--- config.mk ---
export PLATFORM = sky130hd
export DESIGN_NAME = vliw_bundle_loader
export DESIGN_NICKNAME = d
export VERILOG_FILES = /design/src/rtl/vliw_bundle_loader.sv
export SDC_FILE = /design/constraint.sdc
export NUM_CORES = 1
export LEC_CHECK = 0
export ABC_AREA = 1
export CAP_MARGIN = 20
export CORE_AREA = 3 3 239 147
export DETAILED_ROUTE_END_ITERATION = 8
export DIE_AREA = 0 0 242 150
export GPL_TIMING_DRIVEN = 0
export PLACE_DENSITY = 0.8
export SYNTH_ARGS = -nofsm -noshare
export SYNTH_HDL_FRONTEND = slang
export SYNTH_SLANG_ARGS = --single-unit
export TNS_END_PERCENT = 1
--- constraint.sdc ---
create_clock -name clk -period 2.56 [get_ports clk]
set_input_delay 0.64 -clock clk [delete_from_list [all_inputs] [get_ports clk]]
set_output_delay 0.64 -clock clk [all_outputs]
set_load 0.05 [all_outputs]
--- src/rtl/vliw_bundle_loader.sv ---
`timescale 1ns/1ps
// VLIW program loader: packs a stream of instruction words into bundles
// (one word per issue slot) and writes each bundle to consecutive
// instruction-memory addresses, holding the core while a session runs.
module vliw_bundle_loader #(
    parameter int SLOTS  = 6,
    parameter int WORD_W = 32,
    parameter int ADDR_W = 8
) (
    input  logic                    clk,
    input  logic                    rst,
    input  logic                    start,
    input  logic [ADDR_W-1:0]       base_addr,
    input  logic [ADDR_W:0]         num_bundles,
    input  logic                    abort,
    input  logic                    in_valid,
    input  logic [WORD_W-1:0]       in_word,
    output logic                    in_ready,
    output logic                    wr_en,
    output logic [ADDR_W-1:0]       wr_addr,
    output logic [SLOTS*WORD_W-1:0] wr_data,
    output logic                    busy,
    output logic                    cpu_hold,
    output logic                    done,
    output logic [ADDR_W:0]         loaded
);

    localparam int SLOT_W = (SLOTS > 1) ? $clog2(SLOTS) : 1;
    localparam logic [SLOT_W-1:0] LAST_SLOT = SLOT_W'(SLOTS - 1);
    localparam logic [ADDR_W:0]   ONE_LEFT  = (ADDR_W + 1)'(1);

    typedef enum logic [1:0] {
        IDLE,
        LOAD,
        WRITE,
        DONE
    } state_t;

    state_t                 state;
    logic [ADDR_W-1:0]      addr;
    logic [ADDR_W:0]        remaining;
    logic [SLOT_W-1:0]      slot;
    logic [WORD_W-1:0]      buffer [SLOTS];
    logic [SLOTS*WORD_W-1:0] bundle;

    // Complete bundle as it will look once the incoming word lands in its slot.
    always_comb begin
        // NOTE: defaulting every always_comb target first keeps synthesis from inferring a latch.
        bundle = '0;
        for (int k = 0; k < SLOTS; k++) begin
            bundle[k*WORD_W +: WORD_W] = (slot == SLOT_W'(k)) ? in_word : buffer[k];
        end
    end

    // Session control, slot packing and the registered write port.
    always_ff @(posedge clk) begin
        if (!rst) begin
            state     <= IDLE;
            addr      <= '0;
            remaining <= '0;
            slot      <= '0;
            // NOTE: the bundle buffer is reset so no word of an interrupted session can leak into a later bundle.
            buffer    <= '{default: '0};
            wr_addr   <= '0;
            wr_data   <= '0;
            loaded    <= '0;
        end else begin
            unique case (state)
                IDLE: begin
                    if (start) begin
                        addr      <= base_addr;
                        remaining <= num_bundles;
                        loaded    <= '0;
                        slot      <= '0;
                        buffer    <= '{default: '0};
                        state     <= (num_bundles == '0) ? DONE : LOAD;
                    end
                end
                LOAD: begin
                    if (abort) begin
                        // Partial bundle is dropped, including a word offered this cycle.
                        slot  <= '0;
                        state <= IDLE;
                    end else if (in_valid) begin
                        buffer[slot] <= in_word;
                        if (slot == LAST_SLOT) begin
                            slot    <= '0;
                            wr_addr <= addr;
                            wr_data <= bundle;
                            state   <= WRITE;
                        end else begin
                            slot <= slot + 1'b1;
                        end
                    end
                end
                WRITE: begin
                    // The strobe is already on the bus this cycle, so it counts even if aborted.
                    addr      <= addr + 1'b1;
                    loaded    <= loaded + 1'b1;
                    remaining <= remaining - 1'b1;
                    if (abort) begin
                        state <= IDLE;
                    end else if (remaining == ONE_LEFT) begin
                        state <= DONE;
                    end else begin
                        state <= LOAD;
                    end
                end
                DONE: begin
                    state <= IDLE;
                end
                default: begin
                    state <= IDLE;
                end
            endcase
        end
    end

    // Moore outputs decoded from the state register alone.
    assign in_ready = (state == LOAD);
    assign wr_en    = (state == WRITE);
    assign busy     = (state == LOAD) || (state == WRITE);
    assign cpu_hold = busy;
    assign done     = (state == DONE);

endmodule

==> results of run 1 <==
placed cells by master (no fill, tap or decap), types with 3 or more instances in the layout:
master and count:
a211oi_1 3, a21oi_1 223, a31oi_1 3, buf_1 3, buf_2 65, buf_4 28
bufinv_16 4, clkbuf_1 79, clkbuf_16 39, clkbuf_2 7, clkbuf_8 12, clkdlybuf4s50_1 262
clkinv_1 4, clkinv_2 7, dfxtp_1 391, dlygate4sd2_1 3, ha_1 9, inv_1 78
inv_2 3, mux2i_1 32, nand2_1 495, nand3_1 310, nand4_1 8, nor2_1 108
nor3_1 4, o211a_1 128, o211ai_1 3, o21ai_0 61, o21ai_1 61, o21ai_2 3
stage by stage:
| stage | instance area (µm²) | hold WS (ps) | setup slack, ps |
|---|---|---|---|
| after detailed placement | 19750 | 450.4 | -649.3 |
| after global placement | 19750 | 444.7 | -600.2 |
| after floorplan | 16510 | 436.6 | 419.3 |
| after CTS | 21070 | 461.2 | 11.85 |
| final | 21080 | 460.5 | -2.233 |
| after global routing | 21080 | 471.6 | -114.4 |
cells in the mapped netlist, types with 2 or more instances:
master    count
o21ai_0      61
nor2_1      108
inv_1        78
buf_1         3
a21oi_1     223
buf_4        27
o211a_1     128
nand4_1       8
nor3_2        2
o21ai_2       3
mux2i_1      32
buf_2        65
nor3_1        4
nand3_1     310
o21ai_1      61
clkbuf_1     82
o211ai_1      3
nand2_1     495
ha_1          9
dfxtp_1     391
clkinv_1      4
a211oi_1      3
a31oi_1       3
inv_2         3
worst register-to-register path: stages, from the launching register on:
cell and delay, ps:
dfxtp_1 310, buf_2 230, nand2_1 80, inv_1 80
ha_1 140, clkbuf_1 370, clkbuf_1 800, mux2i_1 350
a21oi_1 100
power by group:
group | internal [mW] | leakage, nW | switching (mW)
Clock | 3.54 | 0.660 | 2.49
Sequential | 6.26 | 3.15 | 0.135
Combinational | 0.992 | 4.74 | 3.47
Total | 10.8 | 8.56 | 6.10
layout make-up:
cell class                 count  area, µm²  share of cell area
buffer                       178      867.1             0.04113
clock inverter                12      163.9            0.007776
clock buffer                  55       1156             0.05485
timing repair buffer         267       2669              0.1266
multi-input combinational   1461       7496              0.3556
inverter                      86      325.3             0.01543
sequential                   391       7828              0.3713
tap                          459      574.3             0.02725
flip-flops by register name (all words and copies together), names as in the netlist:
name       flops
remaining      9
loaded         9
wr_addr        8
slot           3
state          2
addr           8
buffer       160
wr_data      192
worst min path at each step:
stage	from	slack (ps)	endpoint	cells past startpoint
floorplan	buffer[33]	440	buffer[33]	2
global placement	buffer[38]	440	buffer[38]	2
detailed placement	buffer[63]	450	buffer[63]	2
CTS	buffer[87]	460	buffer[87]	2
global route	buffer[63]	470	buffer[63]	2
finish	remaining[7]	460	remaining[7]	2
cell families (layout without fill, tap and decap cells):
logic type,after synthesis,in the layout
AO/OA/AOI/OAI,487,487
adder cells (fa/ha/maj),9,9
buffers and inverters,264,598
flip-flops,391,391
multiplexers,32,32
AND/OR/NAND/NOR,933,933
timing repair:
item / 4_1_cts / 5_1_grt
resized for setup: 6 / 14
hold buffers: 0 / 0
pin swaps: 0 / 0
endpoints found under the setup margin: 14 / 33
per-layer routing:
layer  vias up  routed length [µm]  GRT usage
met4         0                2133     0.1167
met1      8243               26970     0.4796
met5         -                   0          0
met3       156                7976    0.08077
met2      1239               26480     0.4944
li1       7784                   -          -
==> qor.csv, run 1 <==
stage;metric;value;unit
placement;gpl congestion;0.9560;
clock_network;setup bufs post-CTS;0;
timing;Tmin final;2562;ps
clock_network;CTS tree;done;
layout;fin nets;2485;
timing;Max Slew Vio Count;0;
critical_path;Critical Path Source;slot[0];
layout;final core occ;0.6328;
critical_path;CP arrival;2990;ps
critical_path;Critical Path End;wr_data[127];
synthesis;share of the synthesized area in the top cell type;0.4742;
synthesis;Post-synth EDFFs;0;
timing;final hold violations;0;
floorplanning;IO Pins;268;
routing;final antenna-violating net count;0;
global_routing;via count of the first global-routing pass;16103;
floorplanning;Initial Utilization;0.4955;
critical_path;CP max FO;10;
timing;Worst slew margin;0.3351;
flow_run;Max Cap Viol;0;
floorplanning;FP Rows;52;
synthesis;Yosys cell types;34;
synthesis;Seq/Total Area, Yosys;0.4742;
placement;placed cells;2842;
critical_path;CP peak stage delay;800;ps
clock_network;CTS Buffer Depth;3;
layout;fin cells;2909;
synthesis;synthesis warning total;0;
clock_network;Reg clk slew, reported paths;70;ps
synthesis;Post-Synth Adder-Cell Area;0.006822;
timing;post-route worst setup slack;-2.233;ps
synthesis;top post-synthesis cells by area;dfxtp_1 (47%), nand2_1 (11%), nand3_1 (9.4%), o211a_1 (7.8%), a21oi_1 (6.8%);
timing;Worst Skew;28.94;ps
synthesis;Synth Instances;2116;
critical_path;CP endpoint kind;flip-flop;
pwr;VDD IR max;0.5060;mV
critical_path;worst reg2reg setup slack;-2;ps
synthesis;Post-Syn Area;16510;µm²
synthesis;syn_nets;2179;
pwr;Design Power;16.90;mW
critical_path;slowest CP cell;clkbuf_1;
floorplanning;Die W;242;µm
critical_path;Reg-to-Reg Start;slot[0];
floorplanning;Core Box Area;33310;µm²
critical_path;Crit path depth;8;
routing;drt drc;0;
critical_path;CP Class;flip-flop to flip-flop;
layout;n_diodes;0;
worst_hold_path;min-delay worst type;flip-flop to flip-flop;
timing;Setup TNS;-2.233;ps
routing;TritonRoute pass-1 iters;6;
routing;vias;17422;
critical_path;sequence of cells on the critical path;buf_2 -> nand2_1 -> inv_1 -> ha_1 -> clkbuf_1 -> clkbuf_1 -> mux2i_1 -> a21oi_1;
routing;via density per instance;5.989;
critical_path;Top cell by count, worst path;clkbuf_1;
layout;Fill cells;2876;
timing;achievable frequency;390.3;MHz
run_status;status;finished with violations;
synthesis;XOR/XNOR Fraction of Synth Area;0;
timing;unrepaired setup endpoints after global routing;yes;
critical_path;Largest delay share family, worst path;buffers and inverters;
global_routing;All-Layer GR Usage;0.3354;
synthesis;ys flop type;dfxtp_1;
critical_path;Reg-to-Reg End;wr_data[127];
timing;Tcrit/Tclk final;1.001;
pwr;pwr/cell area;801.6;nW/µm²
timing;setup violators final;1;
layout;Layout area overhead;27.70;%
synthesis;largest area contributor in the netlist;dfxtp_1;
synthesis;Yosys reg bits;391;
critical_path;CP Launch Type;flip-flop;
synthesis;post-synthesis simple-gate area fraction;0.2392;
pwr;Pleak;8.556;nW
synthesis;largest family of logic cells by synthesized area;simple AND/OR/NAND/NOR gates;
clock_network;worst skew pair latency;550;ps
routing;average wire per standard cell;21.85;µm
placement;PortBufs;267;
clock_network;root buffer cell;clkbuf_16;
floorplanning;Die H;150;µm
global_routing;global route overflow;0;
clock_network;CTS buffer count;37;
global_routing;largest net degree at the start of global routing;16;
synthesis;multiplexer share of the synthesized area;0.01940;
global_routing;initial antenna violation count;0;
run_status;failing checks;setup timing;
layout;share of layout cells above drive strength 1;0.07224;
timing;Slew @ Worst Pin;997.4;ps
routing;initial DRC count;2563;
synthesis;Synth Area in Compound Gates;0.1887;
clock_network;number of H-tree levels;2;
synthesis;share of flip-flops with an asynchronous set or reset;0;
critical_path;WP data required;2990;ps
global_routing;first-pass GRT wire length;94980;µm
routing;routed wire length;63560;µm
critical_path;Worst Path Buf+Inv;4;
critical_path;r2r worst-path depth;8;
clock_network;clock sinks;391;
placement;Detail Placement HPWL;45900;µm
floorplanning;die area;36300;µm²
synthesis;syn avg cell area;7.801;µm²
No activity file was read; power rests on OpenSTA's default activity.
==> run 2, diff against run 1 <==
--- a/config.mk
+++ b/config.mk
@@ -7,9 +7,9 @@
 export LEC_CHECK = 0
 export ABC_AREA = 1
 export CAP_MARGIN = 20
-export CORE_AREA = 3 3 239 147
+export CORE_AREA = 3 3 170 206
 export DETAILED_ROUTE_END_ITERATION = 8
-export DIE_AREA = 0 0 242 150
+export DIE_AREA = 0 0 173 209
 export GPL_TIMING_DRIVEN = 0
 export PLACE_DENSITY = 0.8
 export SYNTH_ARGS = -nofsm -noshare
==> run 2 against run 1 <==
Net effect: clock-buffer cell count fell by 6; critical endpoint is now wr_data[158]; die area is 0.39% lower; highest routed layer unchanged; non-clock buffer count is the same; the flow now finishes without violations; global-route usage decreased by 1.9 points; maximum frequency grew 0.34%; critical path depth fell by 3.
==> qor.csv, run 2 (same netlist as run 1, synthesis figures left out) <==
stage;metric;value;unit
routing;routed length on met3;6084;µm
clock_network;root buffer cell;clkbuf_16;
layout;most frequent cells in the layout;nand2_1 (495), dfxtp_1 (391), nand3_1 (310);
placement;Post-DP Area;19740;µm²
timing;Tcrit/Tclk final;0.9975;
critical_path;CP Launch Type;input pin;
timing;WHS;459.9;ps
floorplanning;Initial Utilization;0.4992;
timing;Max Slew Vio Count;0;
critical_path;r2r worst-path depth;8;
layout;fin cells;2898;
timing;Worst Skew;15.32;ps
clock_network;Reg clk slew, reported paths;60;ps
global_routing;All-Layer GR Usage;0.3163;
floorplanning;Die W;173;µm
pwr;VDD IR max;0.4517;mV
placement;PortBufs;267;
routing;vias;17020;
layout;Final Cell Area;21050;µm²
timing;setup violators final;0;
layout;share of layout cells above drive strength 1;0.07067;
floorplanning;FP Rows;73;
layout;n_diodes;0;
timing;final hold violations;0;
clock_network;worst skew pair latency;540;ps
worst_hold_path;HP Start;buffer[68];
worst_hold_path;min-delay worst type;flip-flop to flip-flop;
routing;drt drc;0;
global_routing;global route overflow;0;
critical_path;CP arrival;3030;ps
global_routing;largest net degree at the start of global routing;16;
clock_network;clock sinks;391;
clock_network;CTS buffer count;38;
critical_path;CP max FO;10;
run_status;status;completed;
placement;gpl congestion;0.9442;
routing;routed wire length;60030;µm
routing;TritonRoute pass-1 iters;8;
pwr;pwr/cell area;795.7;nW/µm²
critical_path;Reg-to-Reg End;wr_data[122];
layout;final core occ;0.6366;
flow_run;Max Cap Viol;0;
layout;largest reg by FF count;wr_data;
placement;placed cells;2833;
layout;Fill cells;2921;
floorplanning;IO Pins;268;
routing;wl on met1;22730;µm
timing;unrepaired setup endpoints after global routing;yes;
routing;via density per instance;5.873;
critical_path;Reg-to-Reg Start;slot[0];
pwr;Pleak;8.540;nW
layout;Layout area overhead;27.51;%
floorplanning;Core Box Area;33060;µm²
timing;Tmin final;2554;ps
timing;Slew @ Worst Pin;924.9;ps
critical_path;worst reg2reg setup slack;30;ps
clock_network;CTS tree;done;
floorplanning;die area;36160;µm²
global_routing;initial antenna violation count;0;
placement;dpl ws;-650.4;ps
routing;average wire per standard cell;20.71;µm
floorplanning;Die H;209;µm
routing;initial DRC count;1820;
routing;final antenna-violating net count;0;
layout;biggest regs;wr_data: 192 flops, buffer: 160 flops;
critical_path;CP endpoint kind;flip-flop;
placement;Detail Placement HPWL;42490;µm
clock_network;CTS Buffer Depth;3;
layout;most common cell after layout, fill and taps aside;nand2_1;
clock_network;setup bufs post-CTS;0;
worst_hold_path;WHS Endpoint;buffer[68];
global_routing;first-pass GRT wire length;90870;µm
timing;post-route worst setup slack;6.331;ps
timing;achievable frequency;391.6;MHz
global_routing;via count of the first global-routing pass;16178;
timing;Worst slew margin;0.3834;
worst_hold_path;Hold Path Stages;2;
layout;max reg flops;192;
critical_path;WP data required;3040;ps
critical_path;CP Class;input pin to flip-flop;
routing;met2 WL;27610;µm
clock_network;number of H-tree levels;2;
routing;top layer in use;met4;
layout;fin nets;2486;
[run 2: cell count changes in the layout (fill, tap and decap cells not counted)]
cell       previous run  this run
clkbuf_8             12         8
clkbuf_2              7         3
clkbuf_1             79        80
clkinv_4              0         1
bufinv_16             4         5
buf_1                 3         4
clkinv_2              7         9
[run 2: timing repair]
| item | CTS | global route |
|---|---|---|
| hold buffers | 0 | 0 |
| gates cloned | 0 | 0 |
| resized for setup | 6 | 6 |
| setup endpoints to repair | 33 | 21 |
[run 2: where the power goes]
| group | leakage, nW | total (mW) | switching, mW | internal, mW |
|---|---|---|---|---|
| combinational | 4.73 | 4.40 | 3.41 | 0.993 |
| clock | 0.655 | 5.95 | 2.43 | 3.52 |
| sequential | 3.15 | 6.40 | 0.136 | 6.26 |
| total | 8.54 | 16.7 | 5.98 | 10.8 |
[run 2: metrics by stage]
step | power, mW | TNS [ps]
CTS | 16.60 | 0
global placement | 10.70 | -59670
global route | 17.26 | -356.3
finish | 16.75 | 0
floorplan | 9.198 | 0
detailed placement | 10.76 | -64400
[run 2: layer usage]
layer  vias up  track usage
li1       7782            -
met1      7978       0.3896
met2      1006       0.5201
met3       254      0.06579
met4         0       0.1703
met5         -            0
[run 2: worst max-delay path by stage]
| stage | start | to | slack [ps] | cells after the start |
|---|---|---|---|---|
| 2_1_floorplan | state[1] | wr_data[66] | 420 | 11 |
| 5_1_grt | state[1] | buffer[143] | -70 | 10 |
| 6_report | rst | wr_data[158] | 6 | 5 |
| 3_3_place_gp | rst | wr_data[159] | -620 | 5 |
| 3_5_place_dp | rst | wr_data[158] | -650 | 5 |
| 4_1_cts | state[0] | done | 6 | 2 |
[run 2: area by class of cell]
cell class	instances	area, µm²	area share
Clock buffer	49	1094	0.05195
Timing Repair Buffer	267	2669	0.1268
Clock inverter	16	212.7	0.01011
Buffer	178	862.1	0.04096
Multi-Input combinational cell	1461	7496	0.3561
Sequential cell	391	7828	0.3719
Inverter	86	325.3	0.01546
Tap cell	450	563.0	0.02675
[run 2: critical path, stage by stage]
cell	delay [ps]
clkdlybuf4s50_1	630
buf_2	430
clkbuf_2	420
clkbuf_1	630
o211a_1	260
==> RTL edit: new RTL, flow settings as in run 2 <==
Re-encode `state_t` (4 states) as one-hot, 4 bits wide.
--- a/src/rtl/vliw_bundle_loader.sv
+++ b/src/rtl/vliw_bundle_loader.sv
@@ -30,9 +30,9 @@
     localparam logic [ADDR_W:0]   ONE_LEFT  = (ADDR_W + 1)'(1);
 
-    typedef enum logic [1:0] {
-        IDLE,
-        LOAD,
-        WRITE,
-        DONE
+    typedef enum logic [3:0] {
+        IDLE  = 4'b0001,
+        LOAD  = 4'b0010,
+        WRITE = 4'b0100,
+        DONE  = 4'b1000
     } state_t;
 
Formal check against the unedited RTL: no difference found for any inputs over 4 cycles, from zero or initial values and one cycle with rst low; so few cycles prove little.
==> RTL edit against run 2 <==
Sequential cell count is 2 higher. Synthesized area is 0.30% lower. Sequential share of layout area hardly changed. Worst setup slack better by 0.050 ns. Synthesized cell count is 8.0% higher. Cell area is 0.53% higher. Routed wire length is 2.7% lower. Critical path type is now reg -> out. Largest cell class unchanged. Highest routed layer unchanged.
Power is not compared: it rests on default switching activity, and its combinational part moved more than twofold at a synthesized area within 25%.
==> RTL edit: results (changes against run 2) <==
- The number of nets in the synthesized netlist is 2344 (was 2179).
- Per-cell via count in the routed design: 5.56 (was 5.87)
- Global-route total usage across every layer: 31.1% (was 31.6%)
- Outcome: finished, final reports clean (unchanged)
- Synth Area per Inst: 7.20 µm² (was 7.80 µm²)
* Cts bufs inserted: 40 (was 38)
- The average routed wire per standard cell is 19.0 µm (was 20.7 µm).
- The worst stage delay on the critical path is 0.36 ns (was 0.63 ns).
* Placed cells: 3002 (was 2833)
- Arrival time of data at the critical path endpoint: 1.86 ns (was 3.03 ns)
- Clock transition time at the flip-flop clock pins of the worst setup and hold paths: 0.06 ns (about the same)
- The final-layout fill cell count was 2920 (was 2921).
* Iteration-0 DRC count of the detailed router: 1892 (was 1820)
- Latest clock arrival within the worst-skew pair: 0.54 ns (about the same)
- Slowest stage cell on the critical path: dfxtp_2 (was clkdlybuf4s50_1)
- The largest net degree at the start of global routing is 17 (was 16).
* Maximum buffer depth of the clock tree: 3 (unchanged)
- The placed instance area was 19700 µm² (about the same).
- The root cell of the clock tree was clkbuf_16 (unchanged).
* Share of async-settable or async-resettable flops after synthesis: 0% (unchanged)
* Number of standard cells in the final layout excluding fillers: 3075 (was 2898)
- Maximum fanout count along the critical path: 10 (unchanged)
* Global-route wire length before repair: 91100 µm (was 90900 µm)
* Leading cell types by count after synthesis: nand2_1 (403), dfxtp_1 (393), nor2_1 (329), o21ai_0 (329), a21oi_1 (253) (was nand2_1 (495), dfxtp_1 (391), nand3_1 (310))
- Path class of the lowest-slack min-delay path: reg -> reg (unchanged)
- The share of synthesized area occupied by flip-flops and latches came to 47.8% (was 47.4%).
* Post-Route Skew: 0.0104 ns (was 0.0153 ns)
- Post-DP HPWL: 44400 µm (was 42500 µm)
- Vias in the first global route: 16700 (was 16200)
- Number of unique standard cell types used by synthesis: 33 (was 34)
- Share of post-route cells with drive strength above 1: 6.75% (was 7.07%)
- The worst-case setup slack after placement came to -0.435 ns (was -0.650 ns).
- First-pass detailed-route iteration total: 5 (was 8)
* Area contributors post-synth: dfxtp_1 (48%), o21ai_0 (10%), nand2_1 (9.2%) (was dfxtp_1 (47%), nand2_1 (11%), nand3_1 (9.4%))
- The initial antenna violation count is 1 (was 0).
* Switching share of total power: 25.8%
* Max-slew headroom at the worst pin: 29.9% (was 38.3%)
- The routability congestion estimate came to 0.971 (was 0.944).
- Count of nets after finishing: 2653 (was 2486)
==> RTL edit: cell count changes after synthesis, moves of 9 or more <==
| cell | before | now |
|---|---|---|
| buf_4 | 27 | 3 |
| clkbuf_1 | 82 | 91 |
| nand3_1 | 310 | 189 |
| o211a_1 | 128 | 0 |
| a21oi_1 | 223 | 253 |
| nand2_1 | 495 | 403 |
| inv_1 | 78 | 114 |
| o21ai_1 | 61 | 23 |
| buf_2 | 65 | 80 |
| o21ai_0 | 61 | 329 |
| nor2_1 | 108 | 329 |
==> RTL edit: final cells by class <==
cell class                 count  area (µm²)  share of cell area, %
sequential                   393        7870                   37.2
multi-input combinational   1595        7380                   34.9
timing repair buffer         268        2660                   12.6
clock buffer                  56        1170                   5.54
buffer                       178         791                   3.74
tap                          450         563                   2.66
inverter                     118         447                   2.11
clock inverter                16         273                   1.29
antenna                        1        2.50                 0.0118
==> RTL edit: metal layers <==
metal	vias to the layer above	global-route usage, %	routed length (µm)
li1	8138	-	-
met1	7982	39.0	23300
met2	811	52.3	27400
met3	165	5.09	4940
met4	0	14.5	2750
met5	-	0	0
==> RTL edit: repair_timing <==
action / in CTS / in global routing
setup buffers: 1 / 0
hold buffers: 0 / 0
gates resized for setup: 25 / 12
endpoints found under the setup margin: 5 / 18
==> RTL edit: cells by family (layout without fill, tap and decap cells) <==
logic type                 after synthesis  after routing  share of synthesized area [%]
other                                    0              1                              0
DFF                                    393            393                           47.8
buffers and inverters                  297            636                           7.45
and+or+nand+nor                        942            942                           23.5
adders and majority gates                5              5                          0.380
xor gates and xnor gates                 3              3                          0.160
AOI/OAI and AO/OA                      613            613                           18.7
muxes                                   32             32                           1.95
==> RTL edit: final timing paths <==
kind	startpoint	end	slack (ns)	cells after the start
setup / recovery	state[1]$_SDFFE_PN0P_	cpu_hold	0.06	7
hold reg to reg	buffer[135]$_SDFFE_PN0P_	buffer[135]$_SDFFE_PN0P_	0.46	2
setup reg to reg	slot[1]$_SDFFE_PN0P_	wr_data[118]$_SDFFE_PN0P_	0.17	7
hold / removal	buffer[135]$_SDFFE_PN0P_	buffer[135]$_SDFFE_PN0P_	0.46	2
==> RTL edit: tightest hold or removal path: cells and delay by family (launching register included) <==
family           cells  cell delay, ns
AO/OA/AOI/OAI        1            0.05
flip-flops           1            0.31
AND/OR/NAND/NOR      1            0.06
==> RTL edit: stage by stage <==
stage | utilization [%] | power, mW
3_3_place_gp | 59.6 | 7.74
4_1_cts | 64.0 | 14.1
5_1_grt | 64.0 | 14.5
6_report | 64.0 | 14.1
2_1_floorplan | - | 7.21
3_5_place_dp | 59.6 | 7.76
